## src/rtl/if_fetch_queue_pkg.sv

```systemverilog
// Shared constants, queue entry layout and kseg address mapping for the fetch stage.
package if_fetch_queue_pkg;

    localparam logic [31:0] RESET_PC_DEFAULT = 32'hbfc0_0000;
    localparam logic [7:0]  EXC_ADEL         = 8'h04;
    localparam logic [2:0]  KSEG0_TOP        = 3'b100;
    localparam logic [2:0]  KSEG1_TOP        = 3'b101;

    typedef struct packed {
        logic        exc;
        logic [31:0] pc;
        logic [31:0] inst;
    } q_entry_t;

    // kseg0/kseg1 are unmapped windows onto the low 512 MB; everything else passes through.
    function automatic logic [31:0] map_addr(input logic [31:0] va);
        if (va[31:29] == KSEG0_TOP || va[31:29] == KSEG1_TOP)
            return {3'b000, va[28:0]};
        return va;
    endfunction

endpackage

```

## src/rtl/if_fetch_queue_fetch_fifo.sv

```systemverilog
// Synchronous FIFO with flush and occupancy count; used for the instruction queue and PC tags.
module fetch_fifo #(
    parameter int unsigned DEPTH = 4,
    parameter int unsigned WIDTH = 32,
    localparam int unsigned AW   = (DEPTH > 1) ? $clog2(DEPTH) : 1,
    localparam int unsigned CW   = $clog2(DEPTH + 1)
) (
    input  logic             clk,
    input  logic             rst_n,
    input  logic             push,
    input  logic             pop,
    input  logic             flush,
    input  logic [WIDTH-1:0] din,
    output logic [WIDTH-1:0] dout,
    output logic [CW-1:0]    count,
    output logic             full,
    output logic             empty
);

    logic [WIDTH-1:0] mem [DEPTH];
    logic [AW-1:0]    wr_ptr, rd_ptr;
    logic             do_push, do_pop;

    function automatic logic [AW-1:0] next_ptr(input logic [AW-1:0] p);
        return (p == AW'(DEPTH - 1)) ? '0 : p + AW'(1);
    endfunction

    // A full FIFO still accepts a push when the head leaves in the same cycle.
    always_comb begin
        full    = (count == CW'(DEPTH));
        empty   = (count == '0);
        do_pop  = pop && !empty;
        do_push = push && (!full || do_pop);
        dout    = mem[rd_ptr];
    end

    always_ff @(posedge clk or negedge rst_n) begin
        if (!rst_n) begin
            wr_ptr <= '0;
            rd_ptr <= '0;
            count  <= '0;
        end else if (flush) begin
            wr_ptr <= '0;
            rd_ptr <= '0;
            count  <= '0;
        end else begin
            if (do_push) wr_ptr <= next_ptr(wr_ptr);
            if (do_pop)  rd_ptr <= next_ptr(rd_ptr);
            count <= count + CW'(do_push) - CW'(do_pop);
        end
    end

    always_ff @(posedge clk) begin
        if (do_push && !flush) mem[wr_ptr] <= din;
    end

endmodule

```

## src/rtl/if_fetch_queue.sv

```systemverilog
// Instruction fetch stage: pipelined bus requests with credit control, in-flight PC tags,
// stale-return discard after redirects, and an AdEL entry for misaligned fetch PCs.
module if_fetch_queue
    import if_fetch_queue_pkg::*;
#(
    parameter int unsigned DEPTH    = 4,
    parameter int unsigned MAX_OUT  = 2,
    parameter logic [31:0] RESET_PC = RESET_PC_DEFAULT
) (
    input  logic        clk,
    input  logic        rst_n,
    input  logic        redirect_valid,
    input  logic [31:0] redirect_pc,
    input  logic        id_allowin_in,
    output logic        if_valid_out,
    output logic [31:0] if_PC_out,
    output logic [31:0] if_NPC_out,
    output logic [31:0] if_NNPC_out,
    output logic [31:0] if_Instruct_out,
    output logic        if_exc_out,
    output logic [7:0]  if_ExcCode_out,
    output logic        inst_req,
    output logic [31:0] inst_addr,
    input  logic        inst_addr_ok,
    input  logic        inst_data_ok,
    input  logic [31:0] inst_rdata
);

    localparam int unsigned CW  = $clog2(MAX_OUT + 1);
    localparam int unsigned QCW = $clog2(DEPTH + 1);

    logic [31:0]    pc;
    logic           halted;
    logic [CW-1:0]  outstanding, discard;
    logic           misaligned, hs, keep_word, exc_push;
    logic [31:0]    out_ext, used_ext;

    logic [QCW-1:0] q_count;
    logic           q_full, q_empty, q_push, q_pop;
    q_entry_t       q_din, q_head;

    logic [31:0]    tag_pc;
    logic [CW-1:0]  tag_count;
    logic           tag_full, tag_empty;

    always_comb begin
        out_ext    = 32'(outstanding);
        used_ext   = 32'(outstanding) + 32'(q_count);
        misaligned = (pc[1:0] != 2'b00);
        inst_req   = rst_n && !redirect_valid && !halted && !misaligned
                     && (out_ext < MAX_OUT) && (used_ext < DEPTH);
        inst_addr  = map_addr(pc);
        hs         = inst_req && inst_addr_ok;
        keep_word  = inst_data_ok && (discard == '0) && !redirect_valid;
        exc_push   = !redirect_valid && !halted && misaligned
                     && (outstanding == '0) && !q_full;
        q_push     = keep_word || exc_push;
        q_pop      = !q_empty && id_allowin_in && !redirect_valid;
        q_din      = '0;
        if (exc_push) begin
            q_din.exc = 1'b1;
            q_din.pc  = pc;
        end else begin
            q_din.pc   = tag_pc;
            q_din.inst = inst_rdata;
        end
    end

    // Every request still in flight at a redirect is stale, so discard covers all of them
    // (including ones already marked stale by an earlier redirect) rather than accumulating.
    always_ff @(posedge clk or negedge rst_n) begin
        if (!rst_n) begin
            pc          <= RESET_PC;
            halted      <= 1'b0;
            outstanding <= '0;
            discard     <= '0;
        end else begin
            outstanding <= outstanding + CW'(hs) - CW'(inst_data_ok);
            if (redirect_valid) begin
                pc      <= redirect_pc;
                halted  <= 1'b0;
                discard <= outstanding - CW'(inst_data_ok);
            end else begin
                if (hs)                                pc      <= pc + 32'd4;
                if (exc_push)                          halted  <= 1'b1;
                if (inst_data_ok && discard != '0)     discard <= discard - CW'(1);
            end
        end
    end

    fetch_fifo #(
        .DEPTH (DEPTH),
        .WIDTH ($bits(q_entry_t))
    ) u_inst_q (
        .clk   (clk),
        .rst_n (rst_n),
        .push  (q_push),
        .pop   (q_pop),
        .flush (redirect_valid),
        .din   (q_din),
        .dout  (q_head),
        .count (q_count),
        .full  (q_full),
        .empty (q_empty)
    );

    // Tags are never flushed: each return, kept or dropped, consumes its own tag in order.
    fetch_fifo #(
        .DEPTH (MAX_OUT),
        .WIDTH (32)
    ) u_tag_q (
        .clk   (clk),
        .rst_n (rst_n),
        .push  (hs),
        .pop   (inst_data_ok),
        .flush (1'b0),
        .din   (pc),
        .dout  (tag_pc),
        .count (tag_count),
        .full  (tag_full),
        .empty (tag_empty)
    );

    always_comb begin
        if_valid_out    = !q_empty;
        if_PC_out       = '0;
        if_NPC_out      = '0;
        if_NNPC_out     = '0;
        if_Instruct_out = '0;
        if_exc_out      = 1'b0;
        if_ExcCode_out  = '0;
        if (!q_empty) begin
            if_PC_out       = q_head.pc;
            if_NPC_out      = q_head.pc + 32'd4;
            if_NNPC_out     = q_head.pc + 32'd8;
            if_Instruct_out = q_head.inst;
            if_exc_out      = q_head.exc;
            if_ExcCode_out  = q_head.exc ? EXC_ADEL : 8'h00;
        end
    end

    a_no_orphan_data: assert property (@(posedge clk) disable iff (!rst_n)
        inst_data_ok |-> (outstanding != '0 && !tag_empty));
    a_tag_tracks: assert property (@(posedge clk) disable iff (!rst_n)
        (tag_count == outstanding) && !(hs && tag_full));

endmodule

```

## config.mk

```make
export PLATFORM = sky130hd
export DESIGN_NAME = if_fetch_queue
export DESIGN_NICKNAME = d
export VERILOG_FILES = /design/src/rtl/if_fetch_queue_pkg.sv /design/src/rtl/if_fetch_queue_fetch_fifo.sv /design/src/rtl/if_fetch_queue.sv
export SDC_FILE = /design/constraint.sdc
export NUM_CORES = 1
export LEC_CHECK = 0
export BUFFER_PORTS_ARGS = -buffer_cell sky130_fd_sc_hd__buf_2
export CAP_MARGIN = 30
export CELL_PAD_IN_SITES_DETAIL_PLACEMENT = 0
export CELL_PAD_IN_SITES_GLOBAL_PLACEMENT = 1
export CORE_ASPECT_RATIO = 0.7
export CORE_MARGIN = 8
export CORE_UTILIZATION = 49
export CTS_BUF_LIST = sky130_fd_sc_hd__clkbuf_4 sky130_fd_sc_hd__clkbuf_8
export DETAILED_ROUTE_END_ITERATION = 8
export HOLD_SLACK_MARGIN = 0.15
export PLACE_DENSITY_LB_ADDON = 0.1
export RECOVER_POWER = 25
export SYNTH_ARGS = -nofsm -noshare
export SYNTH_HDL_FRONTEND = slang
export SYNTH_SLANG_ARGS = --single-unit
```

## constraint.sdc

```tcl
create_clock -name clk -period 6.7 [get_ports clk]
set_input_delay 1.34 -clock clk [delete_from_list [all_inputs] [get_ports clk]]
set_output_delay 1.34 -clock clk [all_outputs]
set_load 0.01 [all_outputs]
```

### Yosys cells after proc, flatten, opt, wreduce, memory -nomap -nowiden

Memory sizes are Yosys's and may differ from the RTL's.
Cells that the tools add are included.

| storage, ports and cells | value |
|---|---|
| bits in registers | 48 |
| bits in writable memories | 324 |
| output and inout bits | 171 |
| logic and storage cells | 110 |
| memories | 2 |

Memory list:

| name | words | width | read ports | clocked after memory_dff | wr ports | line | source |
|---|---|---|---|---|---|---|---|
| u_inst_q.mem | 4 | 65 | 1 | 0 | 1 | if_fetch_queue_fetch_fifo.sv:20 | `logic [WIDTH-1:0] mem [DEPTH];` |
| u_tag_q.mem | 2 | 32 | 1 | 0 | 1 | if_fetch_queue_fetch_fifo.sv:20 |  |

| operators by class | value |
|---|---|
| add/sub/neg operators | 16 |
| $lt $le $gt $ge | 2 |
| equality and inequality tests | 6 |
| multiplexer cells | 32 |
| reduce and logical (&&, ||, !) cells | 42 |

Operators by type and width:

| kind | count |
|---|---|
| two-way mux 32 bit | 10 |
| adder 32 x 3 -> 32 bit (second input constant) | 2 |
| adder 32 x 4 -> 32 bit (second input constant) | 1 |
| logical AND 1 bit | 20 |
| two-way mux 2 bit | 8 |
| nonzero test 2 bit | 7 |
| two-way mux 1 bit | 11 |
| == test 3 bit (second input constant) | 3 |
| two-way mux 3 bit | 3 |
| logical NOT 1 bit | 7 |
| == test 2 bit (second input constant) | 3 |
| logical NOT 2 bit | 3 |
| subtractor 2 x 1 -> 2 bit | 3 |
| adder 2 x 1 -> 2 bit | 2 |
| adder 2 x 1 -> 2 bit (second input constant) | 2 |
| adder 2 x 3 -> 4 bit | 1 |
| logical OR 1 bit | 4 |
| < comparator 4 x 3 -> 1 bit (second input constant) | 1 |
| adder 3 x 1 -> 3 bit | 1 |
| logical NOT 3 bit | 1 |
| subtractor 3 x 1 -> 3 bit | 1 |
| adder 1 bit (second input constant) | 2 |
| < comparator 2 bit (second input constant) | 1 |
| subtractor 2 x 1 -> 2 bit (second input constant) | 1 |

### Depth between registers and ports, before layout

| logic depth | value |
|---|---|
| depth after elaboration | 10 |
| depth in mapped cells | 12 |
| mapped depth without buffers | 11 |

### Hierarchy

Synthesis repeated with hierarchy kept, for this count alone.

| second synthesis, totals | value |
|---|---|
| cell total of the unflattened synthesis | 1,247 |
| area, all modules | 17,339.1 um2 |

Modules (own cells, without submodules):

| module | times used | cells an instance | area each (um2) | sequential area each (um2) |
|---|---|---|---|---|
| fetch_fifo (u_inst_q) | 1 | 387 | 9,816.9 | 7,982.7 |
| if_fetch_queue | 1 | 731 | 4,959.8 | 937.1 |
| fetch_fifo (u_tag_q) | 1 | 129 | 2,562.5 | 2,021.9 |

### Least setup slack after synthesis

No wires, ideal clock.

| timing path | value |
|---|---|
| kind | input-to-reg |
| start | input redirect_valid |
| end | memory u_inst_q.mem[0][0] (netlist bit), enable pin |
| data arrival time | 5.346 ns |
| slack | 0.858 ns |
| stages on the path | 5 |
| path buffers | 1 |
| cell sequence | clkbuf_1 -> nor3_1 -> nor4b_2 -> nor2_1 -> nor2b_1 |

| between the ends | value |
|---|---|
| word-level cells in the longest chain between the ends | 10 |

RTL lines:

| element | line | source |
|---|---|---|
| from (decl) | if_fetch_queue.sv:12 | `input logic redirect_valid,` |
| logical NOT 1 bit * | -- |  |
| logical AND 1 bit (2 in series) | if_fetch_queue.sv:55 | `exc_push = !redirect_valid && !halted && misaligned` |
| logical AND 1 bit (2 in series) | if_fetch_queue.sv:56 | `&& (outstanding == '0) && !q_full;` |
| logical OR 1 bit | if_fetch_queue.sv:57 | `q_push = keep_word \|\| exc_push;` |
| logical AND 1 bit | if_fetch_queue_fetch_fifo.sv:33 | `do_push = push && (!full \|\| do_pop);` |
| logical AND 1 bit * | if_fetch_queue_fetch_fifo.sv:54 | `if (do_push && !flush) mem[wr_ptr] <= din;` |
| two-way mux 1 bit * | if_fetch_queue_fetch_fifo.sv:54 |  |
| two-way mux 1 bit (implied by the code) * | if_fetch_queue_fetch_fifo.sv:54 |  |
| to (decl) | if_fetch_queue_fetch_fifo.sv:20 |  |

Mark *: on every way between the ends. The rest lies on a longest branch, timed or not.

### Worst setup path in the final report

| timing path | value |
|---|---|
| start | register u_inst_q.count[1] |
| end | output if_NPC_out[28] |

| between the ends | value |
|---|---|
| word-level cells in the longest chain between the ends | 2 |

RTL lines:

| element | line | source |
|---|---|---|
| from (decl) | if_fetch_queue_fetch_fifo.sv:15 | `output logic [CW-1:0] count,` |
| from (signal assigned) | if_fetch_queue_fetch_fifo.sv:49 | `count <= count + CW'(do_push) - CW'(do_pop);` |
| logical NOT 3 bit | if_fetch_queue_fetch_fifo.sv:31 | `empty = (count == '0);` |
| two-way mux 32 bit | if_fetch_queue.sv:132 | `if (!q_empty) begin` |
| to (decl) | if_fetch_queue.sv:17 | `output logic [31:0] if_NPC_out,` |

Every way passes these cells.

==> flow_summary_export.csv <==
group,metric,value,unit
critical_path,worst_path_max_delay_cell,"clkbuf_1",
power_and_ir_drop,ir_drop,0.000174,V
yosys,synth_area_leaders,"edfxtp_1 (56%), mux4_2 (7.6%), dfrtp_1 (5.7%)",
routing,drc,0,
routing,first_pass_iters,5,
critical_path,crit_fanout,55,
floorplanning,coreArea,34700,um^2
routing,ant_nets,0,
floorplanning,die_w,240,um
clock_tree,cts_resized,0,
floorplanning,rows,57,
global_route,grt_start_max_net_pins,66,
clock_tree,clock_sinks,372,
clock_tree,clkTransAtPathRegs,0.06,ns
yosys,syn_avg_cell_area,14.2,um^2
sta,final_hold_viol_count,0,
hold_path,min_path_type,"register to register",
critical_path,worstReg2RegStart,"u_inst_q.count[1]",
routing,drtIter0Drc,829,
job,maxCapViolCount,5,
global_route,grt_pass1_vias,11132,
power_and_ir_drop,p_per_area,397,nW/um^2
critical_path,endpoint_kind,"output pin",
clock_tree,cts_hold_buf,0,
clock_tree,clock_path_buffers,3,
yosys,netlist_instances,1211,
clock_tree,cts_tree,"done",
yosys,netlist-cell-type-count,61,
cells_and_area,area_delta_synth_final,14.6,%
placement,preCtsSetupSlack,1.75,ns
critical_path,critPathKind,"register to output pin",
cells_and_area,final_util,57.0,%
global_route,grt_first_pass_wirelength,64600,um
routing,wire_per_inst,21.3,um
sta,post-route-period-util,82.5,%
yosys,ys_ff_latch,372,
floorplanning,die_y,173,um
hold_path,hold_start,"u_tag_q.count[1]",
sta,max_slew_margin,-76.8,%
global_route,antenna_found_initial,1,
yosys,synth_edf_count,324,
critical_path,cp-startpoint,"u_inst_q.count[1]",
yosys,synth_top_area_share,56.5,%
clock_tree,cts_buffers,55,
floorplanning,initial_core_util,49.7,%
sta,worstMarginPinSlew,2.65,ns
outcome,status,"finished with violations",
floorplanning,io_pins,241,
outcome,violations,"max-capacitance violations, max-slew violations",
power_and_ir_drop,p_leak,0.00719,uW
routing,vias,10790,
sta,slew_viol_final,216,
floorplanning,design.die.area,41500,um^2
yosys,synth_top_area_cell,"edfxtp_1",
placement,numPortBuffers,233,
sta,min_period,5.53,ns
yosys,ys.warnings.count,0,
critical_path,crit_chain,"nor3_2 > inv_1 > clkbuf_1 > nand2_1 > mux2i_1 > buf_2",
yosys,ys_async_sr_fraction,12.9,%
yosys,synth_ff_type,"edfxtp_1",
clock_tree,postCtsSetupRepairBufs,0,
yosys,yosysSeqAreaShare,63.5,%
sta,clock_skew,0.0144,ns
sta,worst_slack,1.17,ns
routing,wl,41400,um
sta,fmax,181,MHz
routing,viasPerCell,5.54,
placement,finalWeightedCongestion,0.839,
sta,finalSetupTns,0,ns
cells_and_area,num_antenna_cells,0,
global_route,grt_usage,19.6,%
clock_tree,cts_root_buf,"clkbuf_8",
cells_and_area,drive_gt1_share,27.9,%
placement,dpl.hpwl,27700,um
sta,setup_viol,0,
cells_and_area,final_nets,1517,
critical_path,cp_data_required_time,5.36,ns
clock_tree,clkLatencyLatePin,0.59,ns
clock_tree,htreeDepth,2,
critical_path,cpPeakStageDelay,1.72,ns
global_route,grt_overflow,0,
yosys,netlist_area,17200,um^2
critical_path,cp-start-kind,"register",
critical_path,worstPathArrival,4.19,ns
sta,rsz0062_at_grt,"no",
==> final cells by class <==
type	instances	area, um^2
clock buffer	81	990
sequential	372	10900
inverter	36	135
fill	2920	14900
clock inverter	19	87.6
timing repair buffer	260	1420
multi-input combinational	706	5580
tap	472	591
==> worst paths after layout <==
path,to,slack (ns),depth (start not counted)
setup / recovery,if_NPC_out[28],1.17,6
hold / removal,u_tag_q.count[1],0.50,1
setup reg to reg,u_inst_q.count[2],2.13,11
hold reg to reg,u_tag_q.count[1],0.50,1
max in group asynchronous,u_inst_q.rd_ptr[0],2.97,2
min in group asynchronous,pc[7],1.86,2
==> critical path: cells and delay by family (launching register included) <==
| family | cells | cell delay [ns] |
|---|---|---|
| buffers and inverters | 3 | 2.39 |
| AND/OR/NAND/NOR | 2 | 0.38 |
| multiplexers | 1 | 0.33 |
| flip-flops | 1 | 0.48 |
==> cells by family after synthesis <==
logic type,share of synthesized area (%)
other,0.0218
AOI/OAI and AO/OA,4.94
and+or+nand+nor,12.2
buffers and inverters,4.36
adders and majority gates,1.21
DFF,63.5
xor gates and xnor gates,1.98
muxes,11.8
==> where the power goes <==
| part | total [uW] | switching (uW) | internal (uW) |
|---|---|---|---|
| registers | 3110 | 197 | 2910 |
| clock network | 1770 | 825 | 945 |
| logic | 2970 | 1780 | 1190 |
==> metrics by stage <==
step | instance area (um^2) | hold WS [ns] | power (uW) | std cells
6_report | 19800 | 0.500 | 7850 | 1946
5_1_grt | 19800 | 0.546 | 8330 | 1946
4_1_cts | 19800 | 0.502 | 7940 | 1943
3_5_place_dp | 18700 | 0.492 | 6160 | 1843
3_3_place_gp | 18600 | 0.485 | 6100 | 1838
2_1_floorplan | 17300 | 0.460 | 5070 | 1217
==> routing by layer <==
layer | part of all wire [%] | wire length, um | global-route usage [%]
met1 | 49 | 20200 | 30.1
met2 | 44 | 18000 | 28.6
met3 | 6.3 | 2590 | 3.89
met4 | 1.3 | 527 | 4.21
met5 | 0 | 0 | 0
==> cells in the mapped netlist, drive strengths merged, types with 5 or more instances <==
library cell and number:
a221o 13, or3 5, inv 35, nand4 25
mux2 5, and2 59, clkbuf 43, nor2b 37
o21ai 68, xnor2 18, or2 18, xor2 21
mux2i 52, ha 15, nand2 95, nor3 31
nand3 32, nor2 46, a21oi 9, a21o 10
nor4 14, and4 7, mux4 64, buf 60
o31ai 12, dfstp 9, edfxtp 324, or4 5
dfrtp 39
==> state kept, by name, indices dropped and copies added (netlist names) <==
name	count
halted	1
u_inst_q.count	3
u_inst_q.rd_ptr	2
u_tag_q.mem	64
discard	2
u_tag_q.rd_ptr	1
u_inst_q.mem	260
outstanding	2
u_tag_q.wr_ptr	1
pc	32
u_inst_q.wr_ptr	2
u_tag_q.count	2
==> placed cells by master (no fill, tap or decap), types with 5 or more instances in the layout <==
cell type	n
buf_2	207
mux2_2	5
and4_1	5
a21o_1	10
a221o_1	13
clkinv_1	12
mux4_1	5
clkbuf_1	34
buf_12	6
edfxtp_1	324
and2_1	58
nor2b_1	35
conb_1	7
clkbuf_8	61
nor3_1	30
or2_2	18
mux2i_1	52
nand3_1	32
nor2_1	45
nand4_1	23
xor2_1	21
nor4_1	14
nand2_1	95
mux4_2	58
xnor2_1	18
clkbuf_4	20
ha_1	15
o31ai_1	12
o21ai_0	68
or3_1	5
clkinv_2	6
buf_4	11
inv_1	35
dfstp_1	9
a21oi_1	9
dfrtp_1	36
No activity file was read; power rests on OpenSTA's default activity.
